<file path="config.mk">
export PLATFORM = sky130hd
export DESIGN_NAME = uart_rx_byte
export DESIGN_NICKNAME = d
export VERILOG_FILES = /design/src/rtl/uart_rx_byte_pkg.sv /design/src/rtl/uart_rx_byte_sync_2ff.sv /design/src/rtl/uart_rx_byte.sv
export SDC_FILE = /design/constraint.sdc
export NUM_CORES = 1
export LEC_CHECK = 0
export CAP_MARGIN = 20
export CORE_ASPECT_RATIO = 1.1
export CORE_MARGIN = 8
export CORE_UTILIZATION = 59
export DETAILED_ROUTE_END_ITERATION = 8
export MAX_ROUTING_LAYER = met4
export PLACE_DENSITY = 0.82
export REMOVE_ABC_BUFFERS = 1
export SETUP_SLACK_MARGIN = 0.15
export SLEW_MARGIN = 25
export SYNTH_ARGS = -nofsm -noshare
export SYNTH_HDL_FRONTEND = slang
export SYNTH_SLANG_ARGS = --single-unit
</file>
<file path="constraint.sdc">
create_clock -name clk -period 5.61 [get_ports clk]
set_input_delay 1.122 -clock clk [delete_from_list [all_inputs] [get_ports clk]]
set_output_delay 1.122 -clock clk [all_outputs]
set_load 0.005 [all_outputs]
</file>
<file path="src/rtl/uart_rx_byte_pkg.sv">
// Shared definitions for the UART receive path: FSM state encodings and baud helper.
// The helper is reused by the transmit side, so it takes frequencies explicitly.
package uart_rx_byte_pkg;

  typedef enum logic [2:0] {
    S_IDLE      = 3'd0,
    S_START     = 3'd1,
    S_DATA      = 3'd2,
    S_STOP      = 3'd3,
    S_WAIT_IDLE = 3'd4
  } state_e;

  localparam int DATA_BITS = 8;

  function automatic int clks_per_bit(input int clk_hz, input int baud);
    return clk_hz / baud;
  endfunction

endpackage

</file>
<file path="src/rtl/uart_rx_byte_sync_2ff.sv">
// Generic two-flop synchronizer for a single asynchronous input.
// RST_VAL is chosen so that the synchronizer output matches the line's idle level.
module sync_2ff #(
  parameter logic RST_VAL = 1'b1
) (
  input  logic clk,
  input  logic rst,
  input  logic d_i,
  output logic q_o
);

  logic [1:0] ff_q;

  always_ff @(posedge clk or posedge rst) begin
    if (rst) ff_q <= {2{RST_VAL}};
    else     ff_q <= {ff_q[0], d_i};
  end

  assign q_o = ff_q[1];

endmodule

</file>
<file path="src/rtl/uart_rx_byte.sv">
// 8N1 UART receiver that writes each good byte into the downstream byte FIFO.
// Framing errors and FIFO overruns are reported as one-cycle pulses; the block never stalls.
module uart_rx_byte
  import uart_rx_byte_pkg::*;
#(
  parameter int CLK_HZ = 12000000,
  parameter int BAUD   = 115200
) (
  input  logic       clk,
  input  logic       rst,
  input  logic       rx,
  input  logic       fifo_full,
  output logic       wr_en,
  output logic [7:0] wr_data,
  output logic       frame_err,
  output logic       overrun,
  output logic       busy
);

  localparam int CLKS_PER_BIT = clks_per_bit(CLK_HZ, BAUD);
  localparam int HALF_BIT     = CLKS_PER_BIT / 2;
  localparam int CW           = $clog2(CLKS_PER_BIT);
  localparam logic [CW-1:0] HALF_M1 = CW'(HALF_BIT - 1);
  localparam logic [CW-1:0] BIT_M1  = CW'(CLKS_PER_BIT - 1);

  logic rx_s;

  sync_2ff #(.RST_VAL(1'b1)) u_sync (
    .clk (clk),
    .rst (rst),
    .d_i (rx),
    .q_o (rx_s)
  );

  state_e                 state_q;
  logic [CW-1:0]          cnt_q;
  logic [2:0]             bit_idx_q;
  logic [DATA_BITS-1:0]   shreg_q;
  logic                   wr_en_q, frame_err_q, overrun_q;
  logic [DATA_BITS-1:0]   wr_data_q;

  always_ff @(posedge clk or posedge rst) begin
    if (rst) begin
      state_q     <= S_WAIT_IDLE;
      cnt_q       <= '0;
      bit_idx_q   <= '0;
      shreg_q     <= '0;
      wr_en_q     <= 1'b0;
      wr_data_q   <= '0;
      frame_err_q <= 1'b0;
      overrun_q   <= 1'b0;
    end else begin
      wr_en_q     <= 1'b0;
      frame_err_q <= 1'b0;
      overrun_q   <= 1'b0;
      cnt_q       <= cnt_q + 1'b1;
      unique case (state_q)
        S_WAIT_IDLE: if (rx_s) begin
          state_q <= S_IDLE;
          cnt_q   <= '0;
        end
        S_IDLE: if (!rx_s) begin
          state_q <= S_START;
          cnt_q   <= '0;
        end
        // Mid-start re-check rejects glitches shorter than half a bit.
        S_START: if (cnt_q == HALF_M1) begin
          cnt_q     <= '0;
          bit_idx_q <= '0;
          state_q   <= rx_s ? S_IDLE : S_DATA;
        end
        S_DATA: if (cnt_q == BIT_M1) begin
          cnt_q   <= '0;
          shreg_q <= {rx_s, shreg_q[DATA_BITS-1:1]};
          if (bit_idx_q == 3'd7) state_q   <= S_STOP;
          else                   bit_idx_q <= bit_idx_q + 3'd1;
        end
        // Leaving at mid-stop leaves half a bit of margin to catch a back-to-back start edge.
        S_STOP: if (cnt_q == BIT_M1) begin
          cnt_q <= '0;
          if (!rx_s) begin
            frame_err_q <= 1'b1;
            state_q     <= S_WAIT_IDLE;
          end else begin
            state_q <= S_IDLE;
            if (fifo_full) overrun_q <= 1'b1;
            else begin
              wr_en_q   <= 1'b1;
              wr_data_q <= shreg_q;
            end
          end
        end
        default: begin
          state_q <= S_WAIT_IDLE;
          cnt_q   <= '0;
        end
      endcase
    end
  end

  assign wr_en     = wr_en_q;
  assign wr_data   = wr_data_q;
  assign frame_err = frame_err_q;
  assign overrun   = overrun_q;
  assign busy      = (state_q != S_IDLE);

endmodule

</file>
# Yosys cells after proc, flatten, opt, wreduce, memory -nomap -nowiden
# Cells that the tools add are included.
op_classes:
  bitwise_logic: 1
  n_addsub: 2
  n_reduce_logical: 8
  n_eq_ne: 14
  mux: 29
ops:
  columns: ["cell", "count"]
  rows:
  - ["3-bit two-way mux", 10]
  - ["7-bit two-way mux", 4]
  - ["7-bit case mux with 4 select lines", 1]
  - ["3-bit case mux with 5 select lines", 1]
  - ["2-bit inequality test, second input constant", 6]
  - ["1-bit two-way mux", 11]
  - ["4-bit AND reduction", 2]
  - ["7-bit by 1-bit adder with 7-bit output, second input constant", 1]
  - ["7-bit by 6-bit == test with 1-bit output, second input constant", 1]
  - ["7-bit == test, second input constant", 1]
  - ["3-bit by 2-bit == test with 1-bit output, second input constant", 2]
  - ["3-bit == test, second input constant", 2]
  - ["3-bit case mux with 2 select lines", 1]
  - ["6-bit AND reduction", 1]
  - ["3-bit by 1-bit adder with 3-bit output, second input constant", 1]
  - ["3-bit by 1-bit == test with 1-bit output, second input constant", 1]
  - ["3-bit zero test", 1]
  - ["3-bit nonzero test", 1]
  - ["2-bit two-way mux", 1]
  - ["2-bit by 1-bit inequality test with 1-bit output, second input constant", 1]
  - ["2-bit AND reduction", 1]
  - ["2-bit nonzero test", 1]
  - ["2-bit OR reduction", 1]
  - ["1-bit inverter", 1]
word_totals:
  in_bits: 4
  out_inout_bits: 12
  word_cells: 63
  register_bits: 34

# Depth between registers and ports, before layout
# Gate-level depths: netlist of the first run.
logic_depth:
  depth_word: 4
  ltp_mapped: 7
  mapped_depth_nobuf: 5

# Hierarchy
# A second synthesis of the first run with hierarchy kept.
unflattened:
  hier_cells: 134
  area_unflattened_um2: 1554.0
modules_own_cells:
  columns: ["module", "cells_each", "area_per_inst_um2", "seq_area_each_um2", "instances"]
  rows:
  - ["uart_rx_byte", 131, 1497.7, 802.0, 1]
  - ["sync_2ff", 3, 56.3, 52.6, 1]

# Worst setup path before layout of the first run
# Ideal clock, no wire load.
synth_path:
  path_kind: "input -> register"
  from: "input fifo_full"
  to: "register wr_data_q[0] (netlist: wr_data[0])"
  arrival_ns: 2.057
  t_required_ns: 5.485
  path_buffers: 1
  cell_stages: 3
  setup_slack_ns: 3.427
  cell_sequence: "or4_4 > buf_6 > mux2_4"
synth_via:
  elab_chain_len: 2
synth_rtl:
  columns: ["item", "line_no", "text"]
  rows:
  - ["from (decl)", "uart_rx_byte.sv:12", "input logic fifo_full,"]
  - ["1-bit inverter (no source line)", null, null]
  - ["4-bit AND reduction (no source line)", null, null]
  - ["to (signal assigned)", "uart_rx_byte.sv:89", "wr_data_q <= shreg_q;"]
  - ["to (decl)", "uart_rx_byte.sv:40", "logic [DATA_BITS-1:0] wr_data_q;"]
# Every way passes these cells.
# A chain may end at the register's enable or synchronous reset.

# Worst setup path after layout of the first run
layout_path:
  from: "register state_q[2]"
  to: "output busy"
layout_via:
  elab_chain_len: 1
layout_rtl:
  columns: ["item", "line_no", "text"]
  rows:
  - ["from (decl)", "uart_rx_byte.sv:35", "state_e state_q;"]
  - ["from (signal assigned)", "uart_rx_byte.sv:70", "state_q <= rx_s ? S_IDLE : S_DATA;"]
  - ["3-bit nonzero test", "uart_rx_byte.sv:105", "assign busy = (state_q != S_IDLE);"]
  - ["to (decl)", "uart_rx_byte.sv:17", "output logic busy"]
# Every way passes these cells.

==> results of run 1 <==
## through the flow
step | total power [mW] | cell area [um^2] | hold WS [ns]
detailed placement | 0.261 | 1720 | 0.349
global route | 0.449 | 1790 | 0.370
CTS | 0.434 | 1790 | 0.363
finish | 0.429 | 1790 | 0.361
global placement | 0.261 | 1720 | 0.346
floorplan | 0.257 | 1520 | 0.345
## area by class of cell
class	count	area (um^2)	area share
clock inverter	1	30.0	0.0167
tap	31	38.8	0.0216
clock buffer	7	45.0	0.0251
inverter	7	26.3	0.0147
timing repair buffer	16	158	0.0879
multi-input combinational	84	641	0.357
sequential	34	855	0.477
## final timing paths
kind | to | slack, ns | depth (start not counted) | start
worst max-delay path | busy | 2.76 | 3 | state_q[2]
worst min-delay path | u_sync.ff_q[1] | 0.36 | 0 | u_sync.ff_q[0]
worst max register to register | wr_data[5] | 3.47 | 5 | cnt_q[0]
worst min register to register | u_sync.ff_q[1] | 0.36 | 0 | u_sync.ff_q[0]
max in group asynchronous | u_sync.ff_q[1] | 4.09 | 3 | rst
min in group asynchronous | wr_data[0] | 1.18 | 3 | rst
## cell usage in the layout, fill, tap and decap left out, drive strengths merged, types with 2 or more instances in the layout
| master | netlist | routed |
|---|---|---|
| a21oi | 5 | 5 |
| a22o | 2 | 2 |
| and2 | 2 | 2 |
| clkbuf | 4 | 7 |
| clkdlybuf4s50 | 0 | 15 |
| dfrtp | 31 | 31 |
| dfstp | 3 | 3 |
| ha | 3 | 3 |
| inv | 7 | 7 |
| mux2 | 15 | 15 |
| nand2 | 6 | 6 |
| nand3 | 6 | 6 |
| nand4 | 2 | 2 |
| nor2 | 15 | 15 |
| nor2b | 2 | 2 |
| nor4 | 3 | 3 |
| o21ai | 3 | 3 |
| o22ai | 2 | 2 |
| o31ai | 2 | 2 |
| xnor2 | 3 | 3 |
| xor2 | 3 | 3 |
## sequential cells by signal (all words and copies together) (netlist names)
signal / flops
shreg_q: 8
wr_en: 1
overrun: 1
cnt_q: 7
u_sync.ff_q: 2
wr_data: 8
state_q: 3
frame_err: 1
bit_idx_q: 3
## critical path, stage by stage, from the launching register on
cell and delay [ns]:
sky130_fd_sc_hd__dfstp_2 0.69, sky130_fd_sc_hd__nor2_1 0.12, sky130_fd_sc_hd__nand2_1 0.09, sky130_fd_sc_hd__clkdlybuf4s50_1 0.50
## logic make-up after synthesis
group / synth area share
flops: 0.545
xor+xnor: 0.0335
buf+inv: 0.0470
compound gates: 0.0781
fa+ha+maj: 0.0239
simple gates: 0.140
mux: 0.133
## layer usage
metal | up-vias | global-route usage
li1 | 493 | -
met1 | 515 | 0.164
met2 | 30 | 0.253
met3 | 4 | 0.0606
met4 | 0 | 0.0728
met5 | - | -
## power breakdown
group / internal [mW] / total, mW / switching, mW / leakage, nW
sequential: 0.246 / 0.247 / 0.000881 / 0.450
combinational: 0.00309 / 0.00906 / 0.00597 / 0.358
clock: 0.0945 / 0.173 / 0.0783 / 0.0395
==> out/qor_table.md, run 1 <==
| Item | Reported |
|:---|:---|
| Later-pin clock latency in the skew report | 0.33 ns |
| Fraction of post-synthesis cell area in the top cell type by area | 0.494 |
| Die Area | 4570 um^2 |
| MaxCap Viol Count | 0 |
| Largest net degree at the start of global routing | 35 |
| Total clock sinks | 34 |
| Total Neg Setup Slack | 0 ns |
| Final clock skew | 0.0100 ns |
| Kind of start point of the critical path | register |
| Setup repair after global routing missed its margin | false |
| Distinct cell type count of the synthesized netlist | 34 |
| Yosys synthesis warning count | 0 |
| Most frequent cell after synthesis | sky130_fd_sc_hd__dfrtp_1 |
| Final hold vios | 0 |
| Final critical delay including setup and external delays | 2.85 ns |
| H-tree depth | 2 |
| Ys async rst share | 1.00 |
| Run status | complete, no violations |
| Final core utilization | 0.712 |
| Number of antenna violations at the first check in global routing | 0 |
| Final worst path period share | 0.508 |
| Arrival time of the worst setup path | 1.73 ns |
| Class of the worst hold path | reg -> reg |
| Synth top cells by count | sky130_fd_sc_hd__dfrtp_1, sky130_fd_sc_hd__nor2_1, sky130_fd_sc_hd__mux2_4 |
| Most used flip-flop cell after synthesis | sky130_fd_sc_hd__dfrtp_1 |
| CTS Buffer Depth | 2 |
| Overall Global Routing Usage | 0.157 |
| Pins over their slew limit | 0 |
| Routed length on met3 | 133 um |
| Final Worst Setup Slack | 2.76 ns |
| Top post-synthesis cells by area | sky130_fd_sc_hd__dfrtp_1, sky130_fd_sc_hd__mux2_4, sky130_fd_sc_hd__dfstp_2, sky130_fd_sc_hd__mux2_2, sky130_fd_sc_hd__nor2_1 |
| EDFF count, synth | 0 |
| Total clock buffers created by CTS | 5 |
| Slew at the pin with the worst max-slew slack | 0.526 ns |
| Clock-pin slew reported for the worst setup and hold paths after clock tree synthesis | 0.09 ns |
| Cell accounting for the most synthesized area | sky130_fd_sc_hd__dfrtp_1 |
| Top fanout value on the critical path | 14 |
| Leak pwr | 0.848 nW |
| CTS Root Cell | sky130_fd_sc_hd__clkbuf_4 |
| ANT cells | 0 |
| Total I/O pin count | 16 |
| Final setup violating endpoints | 0 |
| Chip Height | 70.1 um |
| Tightest slew margin relative to the limit | 0.648 |
| Routed met1 length | 1220 um |
| Number of nets in the final layout | 155 |
| Placement Rows | 19 |
| Count of antenna-violating nets left after detailed routing | 0 |
| Post-Synthesis Mean Instance Area | 11.8 um^2 |
| Register bit total from synthesis | 34 |
| Pwr/cell area | 239 nW/um^2 |
| Cell count after synthesis | 133 |
| Routed length on met2 | 1600 um |
| Vias in the first global route | 1100 |
| DRC marker count from the first detailed-route iteration | 64 |
| Half-perimeter wire length of the detailed placement result | 2160 um |
| Post-synthesis cell area | 1570 um^2 |
| Max Clock Freq | 0.351 GHz |
| Peak supply drop | 0.000317 V |
| Kind of critical path | reg -> out |
| Inst Count DP | 172 |
| Vias post-DR | 1042 |
| Overflow after GRT | 0 |
| Share of post-route cells with drive strength above 1 | 0.188 |
| Top routing layer in use | met4 |
| CP Data Required Time | 4.49 ns |
| First-pass iteration count of the detailed router | 4 |
| Final weighted congestion in routability-driven placement | 0.891 |
| Post-detailed-route wirelength per cell | 16.7 um |
| # resized after CTS | 0 |
| Die outline width | 65.2 um |
| Residual DRC | 0 |
| TritonCTS clock tree | yes |
| Initial Utilization | 0.623 |
| Wire length of the first global-routing pass | 5420 um |
| Crit end category | primary output |
| Hold-fix buffers, CTS | 0 |
| Filler cell count | 196 |
| IO Port Bufs | 15 |
| Worst setup timing slack at the placement stage | 2.94 ns |
| Number of vias per cell | 5.79 |
| Layout Area Growth over Synthesis | 14.3% |
| Filler-free cell count of the finished design | 180 |
| WL final | 3000 um |
| Placeable Area | 2520 um^2 |
| Seq/Total Area, Yosys | 0.545 |
| Number of buffers inserted by post-CTS setup repair | 0 |
No activity file was read; power rests on OpenSTA's default activity.
==> run 2: changes to the inputs <==
Settings changed: CORE_UTILIZATION 59 to 55, PLACE_DENSITY 0.82 to 0.78.
Clock period 5.61 ns to 3 ns, I/O delays scaled along.
==> run 2 against run 1 <==
Clock power rose by 48%. Total power up 71%. Sequential share of layout area up 0.33 points. Largest power group unchanged. Global-route usage decreased by 2.4 points. Hold slack hardly changed. Sequential cell count unchanged. Wire length shrank 8.1%. Critical endpoint unchanged.
==> out/qor_table.md, run 2 (synthesis gave the netlist of run 1 again) <==
| Item | Reported | Change |
|:---|:---|:---|
| Run status | complete, no violations |  |
| Number of antenna violations at the first check in global routing | 0 | unchanged |
| Placement Rows | 20 | +1 |
| Half-perimeter wire length of the detailed placement result | 2080 um | -3.5% |
| Final critical delay including setup and external delays | 2.35 ns |  |
| MaxCap Viol Count | 0 | unchanged |
| Count of antenna-violating nets left after detailed routing | 0 | unchanged |
| Crit end category | primary output |  |
| Total clock sinks | 34 | unchanged |
| Kind of critical path | reg -> out |  |
| Initial Utilization | 0.570 | -0.0526 |
| CTS Buffer Depth | 2 | unchanged |
| Chip Height | 72.0 um | +2.8% |
| Class of the worst hold path | reg -> reg |  |
| Vias in the first global route | 1084 | -1.5% |
| ANT cells | 0 | unchanged |
| Final core utilization | 0.647 | -0.0647 |
| Hold-fix buffers, CTS | 0 | unchanged |
| Share of post-route cells with drive strength above 1 | 0.195 | +0.00671 |
| Final Worst Setup Slack | 0.649 ns | -2.11 ns |
| Number of buffers inserted by post-CTS setup repair | 0 | unchanged |
| Setup repair after global routing missed its margin | false |  |
| Overflow after GRT | 0 | unchanged |
| Most common library cell in the layout ignoring fill and taps | sky130_fd_sc_hd__dfrtp_1 |  |
| Arrival time of the worst setup path | 1.75 ns | +0.02 ns |
| Overall Global Routing Usage | 0.133 | -0.0243 |
| Slowest stage cell on the critical path | sky130_fd_sc_hd__dfstp_2 |  |
| Pwr/cell area | 413 nW/um^2 | +73% |
| Largest net degree at the start of global routing | 24 | -31% |
| WL final | 2760 um | -8.1% |
| Total Neg Setup Slack | 0 ns | unchanged |
| Pins over their slew limit | 0 | unchanged |
| Filler cell count | 235 | +20% |
| CP Data Required Time | 2.40 ns | -2.09 ns |
| H-tree depth | 2 | unchanged |
| Placeable Area | 2750 um^2 | +9.2% |
| Post-detailed-route wirelength per cell | 15.1 um | -9.1% |
| Number of nets in the final layout | 155 | unchanged |
| Kind of start point of the critical path | register |  |
| Register area | 855 um^2 | unchanged |
| Total area of multi-input combinational cells | 641 um^2 | unchanged |
| Clock-pin slew reported for the worst setup and hold paths after clock tree synthesis | 0.10 ns | about the same |
| Final hold vios | 0 | unchanged |
| # resized after CTS | 0 | unchanged |
| Top fanout value on the critical path | 14 | unchanged |
| Residual DRC | 0 | unchanged |
| CTS Root Cell | sky130_fd_sc_hd__clkbuf_4 |  |
| Final setup violating endpoints | 0 | unchanged |
| Final total power | 735 uW | +71% |
| Layout Area Growth over Synthesis | 13.5% |  |
| Later-pin clock latency in the skew report | 0.33 ns | about the same |
| First-pass iteration count of the detailed router | 4 | unchanged |
| Final clock skew | 0.00960 ns | -0.000403 ns |
| Wire length of the first global-routing pass | 4840 um | -11% |
| Total clock buffers created by CTS | 5 | unchanged |
| Die outline width | 66.9 um | +2.7% |
| Total I/O pin count | 16 | unchanged |
| Max Clock Freq | 0.425 GHz |  |
| Commonest non-fill, non-tap cells in the layout | sky130_fd_sc_hd__dfrtp_1, sky130_fd_sc_hd__nor2_1, sky130_fd_sc_hd__clkdlybuf4s50_1 |  |
| Tightest slew margin relative to the limit | 0.667 | +0.0184 |
| Peak supply drop | 0.000337 V | +6.5% |
| Crit path largest cell delay | 0.70 ns | about the same |
| Final worst path period share | 0.784 |  |
| DRC marker count from the first detailed-route iteration | 35 | -45% |
| Vias post-DR | 1042 | unchanged |
| Leak pwr | 0.843 nW | -0.50% |
| TritonCTS clock tree | yes |  |
| Worst-path cell chain | nor2_1, nand2_1, clkdlybuf4s50_1 |  |
| Slew at the pin with the worst max-slew slack | 0.500 ns | -0.0260 ns |
| Worst setup timing slack at the placement stage | 0.857 ns | -2.08 ns |
| Die Area | 4820 um^2 | +5.5% |
| Final weighted congestion in routability-driven placement | 0.840 | -5.7% |
| Number of vias per cell | 5.73 | -1.1% |
| IO Port Bufs | 15 | unchanged |
## run 2: report_power, final
group          internal [mW]  switching (mW)
Sequential             0.461         0.00174
Combinational        0.00573          0.0110
Clock                  0.113           0.143
## run 2: stage by stage
stage,instances,hold slack [ns],instance area (um^2)
2_1_floorplan,125,0.345,1520
5_1_grt,182,0.368,1780
3_3_place_gp,174,0.347,1720
3_5_place_dp,174,0.351,1720
6_report,182,0.362,1780
4_1_cts,182,0.365,1780
## run 2: worst paths after layout
check / start / end / slack [ns] / depth (start not counted)
max reg2reg: cnt_q[0] / wr_data[5] / 0.91 / 5
min in group asynchronous: rst / cnt_q[4] / 0.56 / 2
min: u_sync.ff_q[0] / u_sync.ff_q[1] / 0.36 / 0
max in group asynchronous: rst / state_q[2] / 1.77 / 3
max: state_q[2] / busy / 0.65 / 3
min reg2reg: u_sync.ff_q[0] / u_sync.ff_q[1] / 0.36 / 0
## run 2: critical path: cells and delay by family, from the launching register on
kind | cells | cell delay, ns
buffers and inverters | 1 | 0.51
DFF | 1 | 0.70
and+or+nand+nor | 2 | 0.21
## run 2: layout make-up
class / count / area share
repair buffers: 16 / 0.0885
clock inverters: 1 / 0.00281
multi-input cells: 84 / 0.360
inverters: 7 / 0.0148
well taps: 33 / 0.0232
flip-flops and latches: 34 / 0.480
clock buffers: 7 / 0.0309
## run 2: metal layers
layer | vias to the layer above | share of wire | GRT usage
met1 | 511 | 0.41 | 0.139
met4 | 0 | 0.025 | 0.0721
li1 | 496 | - | -
met5 | - | 0 | -
met3 | 11 | 0.062 | 0.0416
met2 | 24 | 0.50 | 0.216
==> run 3: changes to the inputs <==
Settings changed: CORE_UTILIZATION 55 to 50, PLACE_DENSITY 0.78 to 0.74.
Clock period 3 ns to 2 ns, I/O delays scaled along.
==> run 3 against run 2 <==
Via count is 3.7% higher. First-iteration DRC count increased to 2.7 times the previous value. Global-route usage shrank 0.77 points. Wire length rose by 6.2%. Clock power grew 52%. Critical endpoint is now wr_data[6]. Sequential power grew 50%. Critical path type is now reg -> reg. Clock skew fell by 0.0041 ns. Hold slack better by 0.0027 ns. Cell count grew 7.1%. Sequential cell count stayed put. Critical path depth rose by 1.
==> out/qor_table.md, run 3 (synthesis gave the netlist of run 1 again) <==
| Item | Reported | Change |
|:---|:---|:---|
| DRC marker count from the first detailed-route iteration | 93 | +170% |
| Count of antenna-violating nets left after detailed routing | 0 | unchanged |
| Total clock sinks | 34 | unchanged |
| Final Hold Slack | 0.364 ns | +0.00270 ns |
| Layout Area Growth over Synthesis | 20.7% |  |
| Switching fraction of total power | 0.214 | +0.00239 |
| Number of vias per cell | 5.54 | -3.2% |
| Final clock skew | 0.00550 ns | -0.00411 ns |
| Share of total power in combinational logic | 0.023 | about the same |
| Vias post-DR | 1081 | +3.7% |
| Final total power | 1.11 mW | +50% |
| CTS Buffer Depth | 2 | unchanged |
| Number of nets in the final layout | 167 | +7.7% |
| Final critical delay including setup and external delays | 1.81 ns |  |
| Total I/O pin count | 16 | unchanged |
| Max Clock Freq | 0.551 GHz |  |
| Clock group share of total power | 0.350 | about the same |
| WL final | 2930 um | +6.2% |
| Arrival time of the worst setup path | 2.04 ns | +0.29 ns |
| Chip Height | 74.8 um | +3.8% |
| Vias in the first global route | 1108 | +2.2% |
| P_int | 870 uW | +50% |
| Tightest slew margin relative to the limit | 0.654 | -0.0127 |
| Share of post-route cells with drive strength above 1 | 0.286 | +0.0911 |
| Final weighted congestion in routability-driven placement | 0.862 | +2.7% |
| Class of the worst hold path | reg -> reg |  |
| Slew at the pin with the worst max-slew slack | 0.514 ns | +0.0142 ns |
| Total clock buffers created by CTS | 5 | unchanged |
| Die outline width | 69.4 um | +3.7% |
| Residual DRC | 0 | unchanged |
| Later-pin clock latency in the skew report | 0.33 ns | about the same |
| Run status | complete, no violations |  |
| Kind of start point of the critical path | register |  |
| Setup repair after global routing missed its margin | false |  |
| IO Port Bufs | 15 | unchanged |
| CTS Root Cell | sky130_fd_sc_hd__clkbuf_4 |  |
| Overall Global Routing Usage | 0.125 | -0.00771 |
| Die Area | 5190 um^2 | +7.6% |
| Hold-fix buffers, CTS | 0 | unchanged |
| Largest net degree at the start of global routing | 35 | +46% |
| Final hold vios | 0 | unchanged |
| H-tree depth | 2 | unchanged |
| Post-detailed-route wirelength per cell | 15.0 um | -0.91% |
| Net Sw Power | 237 uW | +52% |
| CP Data Required Time | 2.22 ns | -0.18 ns |
| Relative contribution of sequential cells to total power | 0.627 | -0.002 |
| Final worst path period share | 0.907 |  |
| First-pass iteration count of the detailed router | 5 | +1 |
| Initial Utilization | 0.519 | -0.0507 |
| ANT cells | 0 | unchanged |
| Placeable Area | 3020 um^2 | +9.8% |
| Kind of critical path | reg -> reg |  |
| Overflow after GRT | 0 | unchanged |
| Pwr/cell area | 585 nW/um^2 | +42% |
| Pins over their slew limit | 0 | unchanged |
| Crit end category | register |  |
| Half-perimeter wire length of the detailed placement result | 2120 um | +2.0% |
| Most common library cell in the layout ignoring fill and taps | sky130_fd_sc_hd__dfrtp_1 |  |
| Peak supply drop | 0.000518 V | +54% |
| TritonCTS clock tree | yes |  |
| MaxCap Viol Count | 0 | unchanged |
| Wire length of the first global-routing pass | 5040 um | +4.2% |
| Top fanout value on the critical path | 8 | -6 |
| Total Neg Setup Slack | 0 ns | unchanged |
| Placement Rows | 21 | +5.0% |
| Final setup violating endpoints | 0 | unchanged |
| Clock-pin slew reported for the worst setup and hold paths after clock tree synthesis | 0.10 ns | about the same |
| Number of antenna violations at the first check in global routing | 0 | unchanged |
| Leak pwr | 0.899 nW | +6.6% |
| Commonest non-fill, non-tap cells in the layout | sky130_fd_sc_hd__dfrtp_1, sky130_fd_sc_hd__nor2_1, sky130_fd_sc_hd__clkdlybuf4s50_1 |  |
-- run 3: area by class of cell --
class,instances,area (um^2)
Multi-Input combinational cell,84,662
Timing Repair Buffer,28,246
Clock inverter,1,5.00
Tap cell,34,42.5
Fill cell,241,1130
Sequential cell,34,856
Inverter,7,26.3
Clock buffer,7,55.1
-- run 3: per-layer routing --
layer	global-route usage	part of all wire	wire length (um)	up-vias
met3	0.0527	0.066	193	4
met2	0.215	0.52	1540	29
met1	0.124	0.40	1180	527
li1	-	-	-	521
met4	0.0524	0.0058	17	0
met5	-	0	0	-
-- run 3: final timing paths --
kind	from	endpoint	slack, ns	cells past startpoint
worst max-delay path	cnt_q[4]	wr_data[6]	0.19	4
worst min-delay path	u_sync.ff_q[0]	u_sync.ff_q[1]	0.36	0
worst max register to register	cnt_q[4]	wr_data[6]	0.19	4
worst min register to register	u_sync.ff_q[0]	u_sync.ff_q[1]	0.36	0
max in group asynchronous	rst	state_q[2]	1.22	3
min in group asynchronous	rst	shreg_q[2]	0.45	3
-- run 3: worst max-delay path, cell delays in order (launching register included) --
cell and delay (ns):
sky130_fd_sc_hd__dfrtp_1 0.39, sky130_fd_sc_hd__and4bb_4 0.36, sky130_fd_sc_hd__nand3_4 0.08, sky130_fd_sc_hd__or4_4 0.54, sky130_fd_sc_hd__mux2_4 0.33
-- run 3: per-stage QoR --
stage	cells	cell area, um^2	setup slack, ns	util
floorplan	125	1520	0.0963	-
global placement	183	1780	0.0726	0.590
finish	195	1890	0.185	0.627
detailed placement	183	1780	0.0112	0.590
CTS	191	1850	0.164	0.611
global route	195	1890	0.126	0.627
-- run 3: power by group through the flow --
stage | registers (mW) | logic [mW] | clock network (mW)
finish | 0.693 | 0.0254 | 0.388
CTS | 0.694 | 0.0265 | 0.407
floorplan | 0.706 | 0.0143 | 0
detailed placement | 0.707 | 0.0266 | 0
global route | 0.694 | 0.0295 | 0.430
global placement | 0.707 | 0.0257 | 0
-- run 3: what timing repair did --
item / 4_1_cts / 5_1_grt
setup buffers: 0 / 4
endpoints found under the setup margin: 9 / 16
resized for setup: 5 / 3
pin swaps: 1 / 0
cloned: 0 / 0
